<file path="config.mk">
export PLATFORM = sky130hd
export DESIGN_NAME = alu_reg_pipe
export DESIGN_NICKNAME = d
export VERILOG_FILES = /design/src/rtl/alu_pkg.sv /design/src/rtl/reg_file_n.sv /design/src/rtl/alu_reg_pipe.sv
export SDC_FILE = /design/constraint.sdc
export NUM_CORES = 1
export LEC_CHECK = 0
export CORE_ASPECT_RATIO = 0.7
export CORE_UTILIZATION = 31
export DETAILED_ROUTE_END_ITERATION = 10
export DONT_BUFFER_PORTS = 1
export GPL_TIMING_DRIVEN = 0
export PLACE_DENSITY = 0.46
export SYNTH_ARGS = -nofsm -noshare
export SYNTH_HDL_FRONTEND = slang
export SYNTH_SLANG_ARGS = --single-unit
</file>
<file path="constraint.sdc">
create_clock -name clk -period 10.7 [get_ports clk]
set_clock_uncertainty 0.05 [all_clocks]
set_input_delay 1.605 -clock clk [delete_from_list [all_inputs] [get_ports clk]]
set_output_delay 1.605 -clock clk [all_outputs]
set_load 0.005 [all_outputs]
</file>
<file path="src/rtl/alu_pkg.sv">
`default_nettype none
// ============================================================================
// Module  : alu_pkg
// Brief   : Opcodes, flag bit positions and shift FSM states shared by the
//           ALU/register-file pipeline block.
// Revision: 1.0 - initial parametrised release
// ============================================================================
package alu_pkg;

    localparam logic [3:0] OP_NOP  = 4'b0000;
    localparam logic [3:0] OP_AND  = 4'b0001;
    localparam logic [3:0] OP_OR   = 4'b0010;
    localparam logic [3:0] OP_XOR  = 4'b0011;
    localparam logic [3:0] OP_LSH  = 4'b0100;
    localparam logic [3:0] OP_ADD  = 4'b0101;
    localparam logic [3:0] OP_ADDU = 4'b0110;
    localparam logic [3:0] OP_ADDC = 4'b0111;
    localparam logic [3:0] OP_RSH  = 4'b1000;
    localparam logic [3:0] OP_SUB  = 4'b1001;
    localparam logic [3:0] OP_ARSH = 4'b1010;
    localparam logic [3:0] OP_CMP  = 4'b1011;
    localparam logic [3:0] OP_MOV  = 4'b1101;

    // Bit positions inside the five-bit {C, L, F, Z, N} flags register
    localparam int FLAG_C = 4;
    localparam int FLAG_L = 3;
    localparam int FLAG_F = 2;
    localparam int FLAG_Z = 1;
    localparam int FLAG_N = 0;

    typedef enum logic [0:0] {
        ST_IDLE  = 1'b0,
        ST_SHIFT = 1'b1
    } shift_state_t;

endpackage
`default_nettype wire

</file>
<file path="src/rtl/reg_file_n.sv">
`default_nettype none
// ============================================================================
// Module  : reg_file_n
// Brief   : NUM_REGS x WIDTH register file, one synchronous write port,
//           two combinational operand read ports and a combinational debug
//           read port; asynchronous active-low clear.
// Revision: 1.0 - initial parametrised release
// ============================================================================
module reg_file_n #(
    parameter  int WIDTH    = 16,
    parameter  int NUM_REGS = 16,
    localparam int RW       = $clog2(NUM_REGS)
) (
    input  logic             clk,
    input  logic             rst_n,
    input  logic             we,
    input  logic [RW-1:0]    waddr,
    input  logic [WIDTH-1:0] wdata,
    input  logic [RW-1:0]    raddr_a,
    output logic [WIDTH-1:0] rdata_a,
    input  logic [RW-1:0]    raddr_b,
    output logic [WIDTH-1:0] rdata_b,
    input  logic [RW-1:0]    dbg_sel,
    output logic [WIDTH-1:0] dbg_data
);

    logic [WIDTH-1:0] mem [NUM_REGS];

    // Storage: cleared asynchronously, at most one register written per edge
    always_ff @(posedge clk or negedge rst_n) begin
        if (!rst_n) begin
            for (int i = 0; i < NUM_REGS; i++) begin
                mem[i] <= '0;
            end
        end else if (we) begin
            mem[waddr] <= wdata;
        end
    end

    assign rdata_a  = mem[raddr_a];
    assign rdata_b  = mem[raddr_b];
    assign dbg_data = mem[dbg_sel];

endmodule
`default_nettype wire

</file>
<file path="src/rtl/alu_reg_pipe.sv">
`default_nettype none
// ============================================================================
// Module  : alu_reg_pipe
// Brief   : ALU + register file + flags with a valid/ready instruction port,
//           an iterative one-bit-per-cycle shifter and a write-back strobe.
// Revision: 1.0 - initial parametrised release
// ============================================================================
module alu_reg_pipe
    import alu_pkg::*;
#(
    parameter  int WIDTH    = 16,
    parameter  int NUM_REGS = 16,
    localparam int RW       = $clog2(NUM_REGS)
) (
    input  logic             clk,
    input  logic             rst_n,
    input  logic             in_valid,
    output logic             in_ready,
    input  logic [3:0]       op,
    input  logic [RW-1:0]    rdest,
    input  logic [RW-1:0]    rsrc,
    input  logic             reg_or_imm,
    input  logic [WIDTH-1:0] immediate,
    output logic [4:0]       flags,
    output logic             out_valid,
    output logic [RW-1:0]    wb_addr,
    output logic [WIDTH-1:0] wb_data,
    input  logic [RW-1:0]    dbg_sel,
    output logic [WIDTH-1:0] dbg_data
);

    localparam int SW = $clog2(WIDTH);

    shift_state_t     state, state_nx;
    logic [4:0]       flags_nx;
    logic [WIDTH-1:0] sh_reg, sh_reg_nx;
    logic [SW-1:0]    sh_cnt, sh_cnt_nx;
    logic [3:0]       sh_op, sh_op_nx;
    logic [RW-1:0]    sh_dest, sh_dest_nx;

    logic             we;
    logic [RW-1:0]    waddr;
    logic [WIDTH-1:0] wdata;

    logic [WIDTH-1:0] opnd_a, rd_b, opnd_b;
    logic [SW-1:0]    amount;
    logic             accept;
    logic             carry_in;
    logic [WIDTH:0]   add_full, sub_full;
    logic             add_ovf, sub_ovf;
    logic [WIDTH-1:0] sh_step;

    // One step of the iterative shifter; RSH and anything else fill with zero
    function automatic logic [WIDTH-1:0] shift_one(input logic [WIDTH-1:0] v,
                                                   input logic [3:0]       kind);
        logic [WIDTH-1:0] r;
        case (kind)
            OP_LSH:  r = {v[WIDTH-2:0], 1'b0};
            OP_ARSH: r = {v[WIDTH-1], v[WIDTH-1:1]};
            default: r = {1'b0, v[WIDTH-1:1]};
        endcase
        return r;
    endfunction

    reg_file_n #(
        .WIDTH   (WIDTH),
        .NUM_REGS(NUM_REGS)
    ) u_rf (
        .clk     (clk),
        .rst_n   (rst_n),
        .we      (we),
        .waddr   (waddr),
        .wdata   (wdata),
        .raddr_a (rdest),
        .rdata_a (opnd_a),
        .raddr_b (rsrc),
        .rdata_b (rd_b),
        .dbg_sel (dbg_sel),
        .dbg_data(dbg_data)
    );

    assign in_ready = (state == ST_IDLE);
    assign accept   = in_valid & in_ready;
    assign opnd_b   = reg_or_imm ? rd_b : immediate;
    assign amount   = opnd_b[SW-1:0];
    assign carry_in = (op == OP_ADDC) & flags[FLAG_C];

    // The extra top bit of add_full is carry out; of sub_full it is the borrow (A<B unsigned)
    assign add_full = {1'b0, opnd_a} + {1'b0, opnd_b} + {{WIDTH{1'b0}}, carry_in};
    assign sub_full = {1'b0, opnd_a} - {1'b0, opnd_b};
    assign add_ovf  = (opnd_a[WIDTH-1] == opnd_b[WIDTH-1]) && (add_full[WIDTH-1] != opnd_a[WIDTH-1]);
    assign sub_ovf  = (opnd_a[WIDTH-1] != opnd_b[WIDTH-1]) && (sub_full[WIDTH-1] != opnd_a[WIDTH-1]);
    assign sh_step  = shift_one(sh_reg, sh_op);

    // Next state, register write request and flag updates
    always_comb begin
        state_nx   = state;
        flags_nx   = flags;
        we         = 1'b0;
        waddr      = rdest;
        wdata      = '0;
        sh_reg_nx  = sh_reg;
        sh_cnt_nx  = sh_cnt;
        sh_op_nx   = sh_op;
        sh_dest_nx = sh_dest;
        case (state)
            ST_IDLE: begin
                if (accept) begin
                    case (op)
                        OP_AND, OP_OR, OP_XOR, OP_MOV: begin
                            we = 1'b1;
                            case (op)
                                OP_AND:  wdata = opnd_a & opnd_b;
                                OP_OR:   wdata = opnd_a | opnd_b;
                                OP_XOR:  wdata = opnd_a ^ opnd_b;
                                default: wdata = opnd_b;
                            endcase
                            flags_nx[FLAG_Z] = (wdata == '0);
                        end
                        OP_ADD, OP_ADDC: begin
                            we               = 1'b1;
                            wdata            = add_full[WIDTH-1:0];
                            flags_nx[FLAG_C] = add_full[WIDTH];
                            flags_nx[FLAG_F] = add_ovf;
                            flags_nx[FLAG_Z] = (add_full[WIDTH-1:0] == '0);
                        end
                        OP_ADDU: begin
                            we               = 1'b1;
                            wdata            = add_full[WIDTH-1:0];
                            flags_nx[FLAG_C] = add_full[WIDTH];
                        end
                        OP_SUB: begin
                            we               = 1'b1;
                            wdata            = sub_full[WIDTH-1:0];
                            flags_nx[FLAG_C] = sub_full[WIDTH];
                            flags_nx[FLAG_F] = sub_ovf;
                            flags_nx[FLAG_Z] = (sub_full[WIDTH-1:0] == '0);
                        end
                        OP_CMP: begin
                            flags_nx[FLAG_C] = sub_full[WIDTH];
                            flags_nx[FLAG_L] = sub_full[WIDTH];
                            flags_nx[FLAG_F] = sub_ovf;
                            flags_nx[FLAG_Z] = (opnd_a == opnd_b);
                            flags_nx[FLAG_N] = ($signed(opnd_a) < $signed(opnd_b));
                        end
                        OP_LSH, OP_RSH, OP_ARSH: begin
                            if (amount == '0) begin
                                // Zero-length shift completes immediately as a rewrite
                                we               = 1'b1;
                                wdata            = opnd_a;
                                flags_nx[FLAG_Z] = (opnd_a == '0);
                            end else begin
                                state_nx   = ST_SHIFT;
                                sh_reg_nx  = opnd_a;
                                sh_cnt_nx  = amount;
                                sh_op_nx   = op;
                                sh_dest_nx = rdest;
                            end
                        end
                        default: ;
                    endcase
                end
            end
            ST_SHIFT: begin
                sh_reg_nx = sh_step;
                sh_cnt_nx = sh_cnt - 1'b1;
                if (sh_cnt == SW'(1)) begin
                    state_nx         = ST_IDLE;
                    we               = 1'b1;
                    waddr            = sh_dest;
                    wdata            = sh_step;
                    flags_nx[FLAG_Z] = (sh_step == '0);
                end
            end
            default: state_nx = ST_IDLE;
        endcase
    end

    // State, flags, shifter context and write-back strobe registers
    always_ff @(posedge clk or negedge rst_n) begin
        if (!rst_n) begin
            state     <= ST_IDLE;
            flags     <= '0;
            sh_reg    <= '0;
            sh_cnt    <= '0;
            sh_op     <= OP_NOP;
            sh_dest   <= '0;
            out_valid <= 1'b0;
            wb_addr   <= '0;
            wb_data   <= '0;
        end else begin
            state     <= state_nx;
            flags     <= flags_nx;
            sh_reg    <= sh_reg_nx;
            sh_cnt    <= sh_cnt_nx;
            sh_op     <= sh_op_nx;
            sh_dest   <= sh_dest_nx;
            out_valid <= we;
            if (we) begin
                wb_addr <= waddr;
                wb_data <= wdata;
            end
        end
    end

endmodule
`default_nettype wire

</file>
### Yosys cells after proc, flatten, opt, wreduce, memory -nomap -nowiden

Index checks and enable logic that the tools add are counted.

* register bits: 311
* input bits: 36
* output and inout port bits: 43
* logic and storage cells: 149

* add/subtract/negate cells: 4
* $lt $le $gt $ge: 6
* eq/ne operators: 26
* multiplexer cells: 51
* bitwise operators: 11
* reductions and logical operators: 23

Operators with widths (count)
* $mux 16: 17
* $bwmux 256: 1
* $bmux 16 s4: 3
* $pmux 16 s2: 3
* $logic_not 16->1: 5
* $demux 16 s4: 1
* $pmux 16 s4: 1
* $pmux 16 s3: 1
* $eq 4x4->1 const B: 6
* $eq 4x3->1 const B: 5
* $ge 5x5->1 const B: 4
* $mux 4: 5
* $not 4->5: 4
* $add 16x16->17: 1
* $add 17x1->17: 1
* $sub 16x16->17: 1
* $and 16x16->16: 1
* $eq 16x16->1: 1
* $lt 16x16->1: 1
* $or 16x16->16: 1
* $xor 16x16->16: 1
* $pmux 1 s2: 6
* $reduce_and 3->1: 4
* $mux 1: 10
* other kinds (23): 37

### Depth between registers and ports, before layout

* depth after elaboration: 14
* mapped depth: 22
* mapped depth without buffers: 16

### Cells and area by module

From an unflattened synthesis, not the netlist that was laid out.

* cells, all modules: 1815
* area, all modules: 21530.6 um^2

Modules (own cells, without submodules)
* reg_file_n: times used 1, cells each 985, area an instance 15162.0 um^2, sequential area each 6406.1 um^2
* alu_reg_pipe: times used 1, cells each 830, area an instance 6368.6 um^2, sequential area each 1376.3 um^2

### Worst setup path after synthesis

Ideal clock, no wire load.

* kind: in2reg
* from: in rdest[0]
* to: reg u_rf.mem[127] in the netlist's numbering
* library setup time: 125 ps
* data arrival time: 6717 ps
* data required time: 10525 ps
* slack: 3808 ps
* stages on the path: 16
* path buffers: 5
* path through: buf_2 > buf_4 > buf_1 > clkbuf_1 > mux4_2 > mux4_2 > ha_1 > or3_2 > or3_4 > a311oi_4 > o2111a_1 > a311oi_1 > a221o_1 > o22a_4 > buf_6 > mux2_2

* longest elaborated chain between the ends: 13
* elaborated cells between the ends (all ways): 27
* classes of those cells: add/sub (3); order compare (2); mux (16); bitwise (5); reduce/logical (1)

RTL lines
* from (decl): line alu_reg_pipe.sv:20 `input logic [RW-1:0] rdest,`
* parallel branches: the longest is 12 deep, another holds $add 16x16->17
* $bwmux 256 (*): line reg_file_n.sv:36 `mem[waddr] <= wdata;`
* to (signal, indexed assignment): line reg_file_n.sv:36
* to (decl): line reg_file_n.sv:27 `logic [WIDTH-1:0] mem [NUM_REGS];`

Every way passes the cells marked *. The select of a mux whose other input is x is not followed.
A chain may end at the register's enable or synchronous reset.

### Worst setup path in the final report

* from: in rsrc[1]
* to: reg u_rf.mem[170] in the netlist's numbering

* longest elaborated chain between the ends: 14
* elaborated cells between the ends (all ways): 25
* classes of those cells: add/sub (3); mux (17); bitwise (4); reduce/logical (1)

RTL lines
* from (decl): line alu_reg_pipe.sv:21 `input logic [RW-1:0] rsrc,`
* $not 4->5 (implied by the code) (*): line reg_file_n.sv:41 `assign rdata_b = mem[raddr_b];`
* $bmux 16 s4 (*): line reg_file_n.sv:41
* $mux 16 (implied by the code) (*) (2 in series): line reg_file_n.sv:41
* $mux 16 (*): line alu_reg_pipe.sv:84 `assign opnd_b = reg_or_imm ? rd_b : immediate;`
* parallel branches: the longest is 9 deep, another holds $add 16x16->17

Marked as above.

==> impl_metrics.json <==
{
  "cts_resized": 0,
  "rr_startpoint": "u_rf.mem[64]",
  "p_clk_frac": 0.231,
  "critPathMostFrequentCell": "a21oi_1",
  "hold_path.class": "flop to flop",
  "worstSetupEndpointType": "flop",
  "grt_max_degree": 312,
  "holdWs_ns": 0.460,
  "syn_area_um2": 21700,
  "irDropWorstVdd_mv": 0.107,
  "n_fill_cell": 6821,
  "maxCapViolations": 0,
  "final_util": 0.352,
  "ant_nets": 0,
  "powerDensity_nw_per_um2": 243,
  "yosys_warnings": 0,
  "path_delay_family": "buffers and inverters",
  "insertion_delay_ns": 0.60,
  "min_path_cells": 2,
  "cts_sinks": 311,
  "crit_arrival_ns": 9.95,
  "rr_endpoint": "u_rf.mem[183]",
  "synth.net_count": 2093,
  "synth_edf_count": 0,
  "crit_buf_inv": 7,
  "rsz0062_at_grt": "no",
  "cpPeakStageDelay_ns": 1.04,
  "drt-total-wl_um": 102000,
  "setup_tns_ns": 0,
  "cp_slowest_cell": "clkbuf_1",
  "wl_met3_um": 15000,
  "wl_met2_um": 40600,
  "largest_reg_flops": 256,
  "die_width_um": 318,
  "ys_ff_latch": 311,
  "drt-met1-wl_um": 44100,
  "globalplace.congestion": 0.984,
  "tightest_slew_ns": 1.78,
  "syn_to_final_growth_pct": 11.4,
  "final-max-slew-violation-count": 120,
  "cts.path.max_buffers": 3,
  "grt_remaining_overflow": 0,
  "core_area_um2": 68700,
  "rr_worst_depth": 13,
  "cp_max_fo": 10,
  "highest_layer": "met5",
  "antenna_found_initial": 8,
  "fin_crit_ns": 9.59,
  "p_sw_mw": 2.44,
  "clk_pin_slew_ns": 0.06,
  "hold_start": "wb_data[7]",
  "synth.distinct_cells": 94,
  "cts_tree": "built",
  "path_class": "input pin to flop",
  "hold_end": "wb_data[7]",
  "mostFrequentLayoutCells": "dfrtp_1, nor2_1, a21oi_1",
  "post-route-drc-count": 0,
  "h-tree-depth": 2,
  "path_cells": "buf_4, buf_2, buf_1, clkbuf_1, buf_2, mux4_2, a22oi_1, a21oi_1, a21oi_1, ha_1, buf_4, or3_2, a211oi_2, mux2i_1, nor3_1, nand3b_1, a21oi_1, clkbuf_1, a21oi_1",
  "status": "finished, violations left",
  "post_cts_buffers": 0,
  "cts_inserted_buffers": 37,
  "groute.usage.overall": 0.287,
  "vias": 18900,
  "rows": 80,
  "reg2reg_slack_ns": 4.19,
  "drt_first_iter_violations": 2619,
  "design.final.nets": 2137,
  "layout_commonest_cell": "dfrtp_1",
  "pwr-share-seq": 0.338,
  "internal_power_mw": 3.43,
  "combPwrFrac": 0.431,
  "synth_area_per_cell_um2": 10.8,
  "synthArstFlopShare": 1.00,
  "violations": "max-slew violations",
  "drtPass1Iterations": 6,
  "period_share": 0.896,
  "start_kind": "input pin",
  "initial_core_util": 0.316,
  "die_y_um": 223,
  "grt_pass1_vias": 17900,
  "ys.flop_type": "dfrtp_1",
  "die-area_um2": 71000,
  "leakagePower_nw": 9.91,
  "synth-seq-area-share": 0.359,
  "setup_violations": 0,
  "required_ns": 11.05,
  "cts_root_buf": "clkbuf_16",
  "slew_headroom": -0.184,
  "syn-instance-count": 2005,
  "vias_per_cell": 6.33,
  "drive_gt1_frac": 0.221,
  "dpl.hpwl_um": 73900,
  "cts_hold_buf": 0,
  "wl_per_cell_um": 34.4,
  "final_cells": 2979,
  "portBuffers": 0,
  "place_inst": 2912,
  "grt_pass1_wl_um": 143000,
  "max_freq_mhz": 104,
  "ios": 79,
  "swShare": 0.416,
  "hold_viol_final": 0
}
tightest hold or removal path, cell delays in order, from the launching register on:
cell     delay [ns]
dfrtp_1        0.36
nand2_1        0.05
nand2_1        0.06
metrics by stage:
stage	worst slack (ns)	power [mW]	cell area, um^2
floorplan	3.81	3.59	21700
global placement	0.912	4.39	22800
detailed placement	0.765	4.43	22900
CTS	1.35	5.79	24100
global route	1.08	6.14	24100
finish	1.11	5.88	24100
cell usage after synthesis, types with 7 or more instances:
master / number / area, um^2
a211oi_1: 12 / 90.1
or2_2: 10 / 62.6
nand2b_1: 9 / 56.3
nand3_1: 20 / 100
clkbuf_1: 91 / 342
clkbuf_8: 8 / 110
nor2_2: 9 / 56.3
a22oi_1: 17 / 128
mux2_4: 8 / 120
a21o_1: 10 / 75.1
mux4_2: 210 / 4730
o221ai_1: 9 / 78.8
nor2_1: 272 / 1020
dfrtp_1: 311 / 7780
xnor2_1: 11 / 96.3
nor4_1: 7 / 43.8
and2_1: 10 / 62.6
o22ai_1: 16 / 100
nor3_1: 19 / 95.1
nand2_1: 111 / 417
a21oi_1: 253 / 1270
or3_1: 10 / 62.6
buf_2: 30 / 150
inv_1: 55 / 206
o21a_1: 7 / 52.6
nor3b_1: 7 / 52.6
o22a_1: 12 / 105
xor2_1: 7 / 61.3
nand4_1: 8 / 50.1
nor2b_1: 18 / 113
buf_1: 17 / 63.8
a221oi_1: 11 / 96.3
o21ai_0: 77 / 385
mux2i_1: 60 / 601
mux2_2: 67 / 754
a31oi_1: 16 / 100
o21bai_1: 7 / 52.6
ha_1: 50 / 626
power groups by stage:
stage,clock [mW],sequential [mW],combinational [mW]
after global routing,1.42,2.04,2.69
after CTS,1.37,1.97,2.45
after detailed placement,0,1.99,2.44
after floorplan,0,1.85,1.74
after global placement,0,1.97,2.42
final,1.35,1.99,2.53
how the worst max path moves through the flow:
| stage | startpoint | to | depth (start not counted) |
|---|---|---|---|
| 3_5_place_dp | rsrc[1] | u_rf.mem[170] | 19 |
| 2_1_floorplan | rdest[0] | u_rf.mem[127] | 16 |
| 5_1_grt | rsrc[1] | u_rf.mem[170] | 19 |
| 6_report | rsrc[1] | u_rf.mem[170] | 19 |
| 3_3_place_gp | rsrc[1] | u_rf.mem[58] | 19 |
| 4_1_cts | rsrc[1] | u_rf.mem[170] | 19 |
cell type report:
type | instances | area [um^2] | area share
sequential | 311 | 7780 | 0.322
clock inverter | 12 | 186 | 0.00772
tap | 902 | 1130 | 0.0467
buffer | 160 | 817 | 0.0338
antenna | 2 | 5.00 | 0.000207
inverter | 57 | 216 | 0.00897
multi-input combinational | 1477 | 12900 | 0.534
clock buffer | 53 | 1060 | 0.0437
timing repair buffer | 5 | 53.8 | 0.00223
logic make-up after synthesis:
logic type / after synthesis / synth area share
muxes: 352 / 0.295
xor gates and xnor gates: 18 / 0.00728
adders and majority gates: 52 / 0.0307
buffers and inverters: 217 / 0.0473
and+or+nand+nor: 545 / 0.116
DFF: 311 / 0.359
AOI/OAI and AO/OA: 510 / 0.145
per-layer routing:
metal,vias up,GRT usage
met5,-,0
met4,4,0.0772
met3,180,0.125
met2,1234,0.382
met1,9789,0.415
li1,7664,-
No activity file was read; power rests on OpenSTA's default activity.
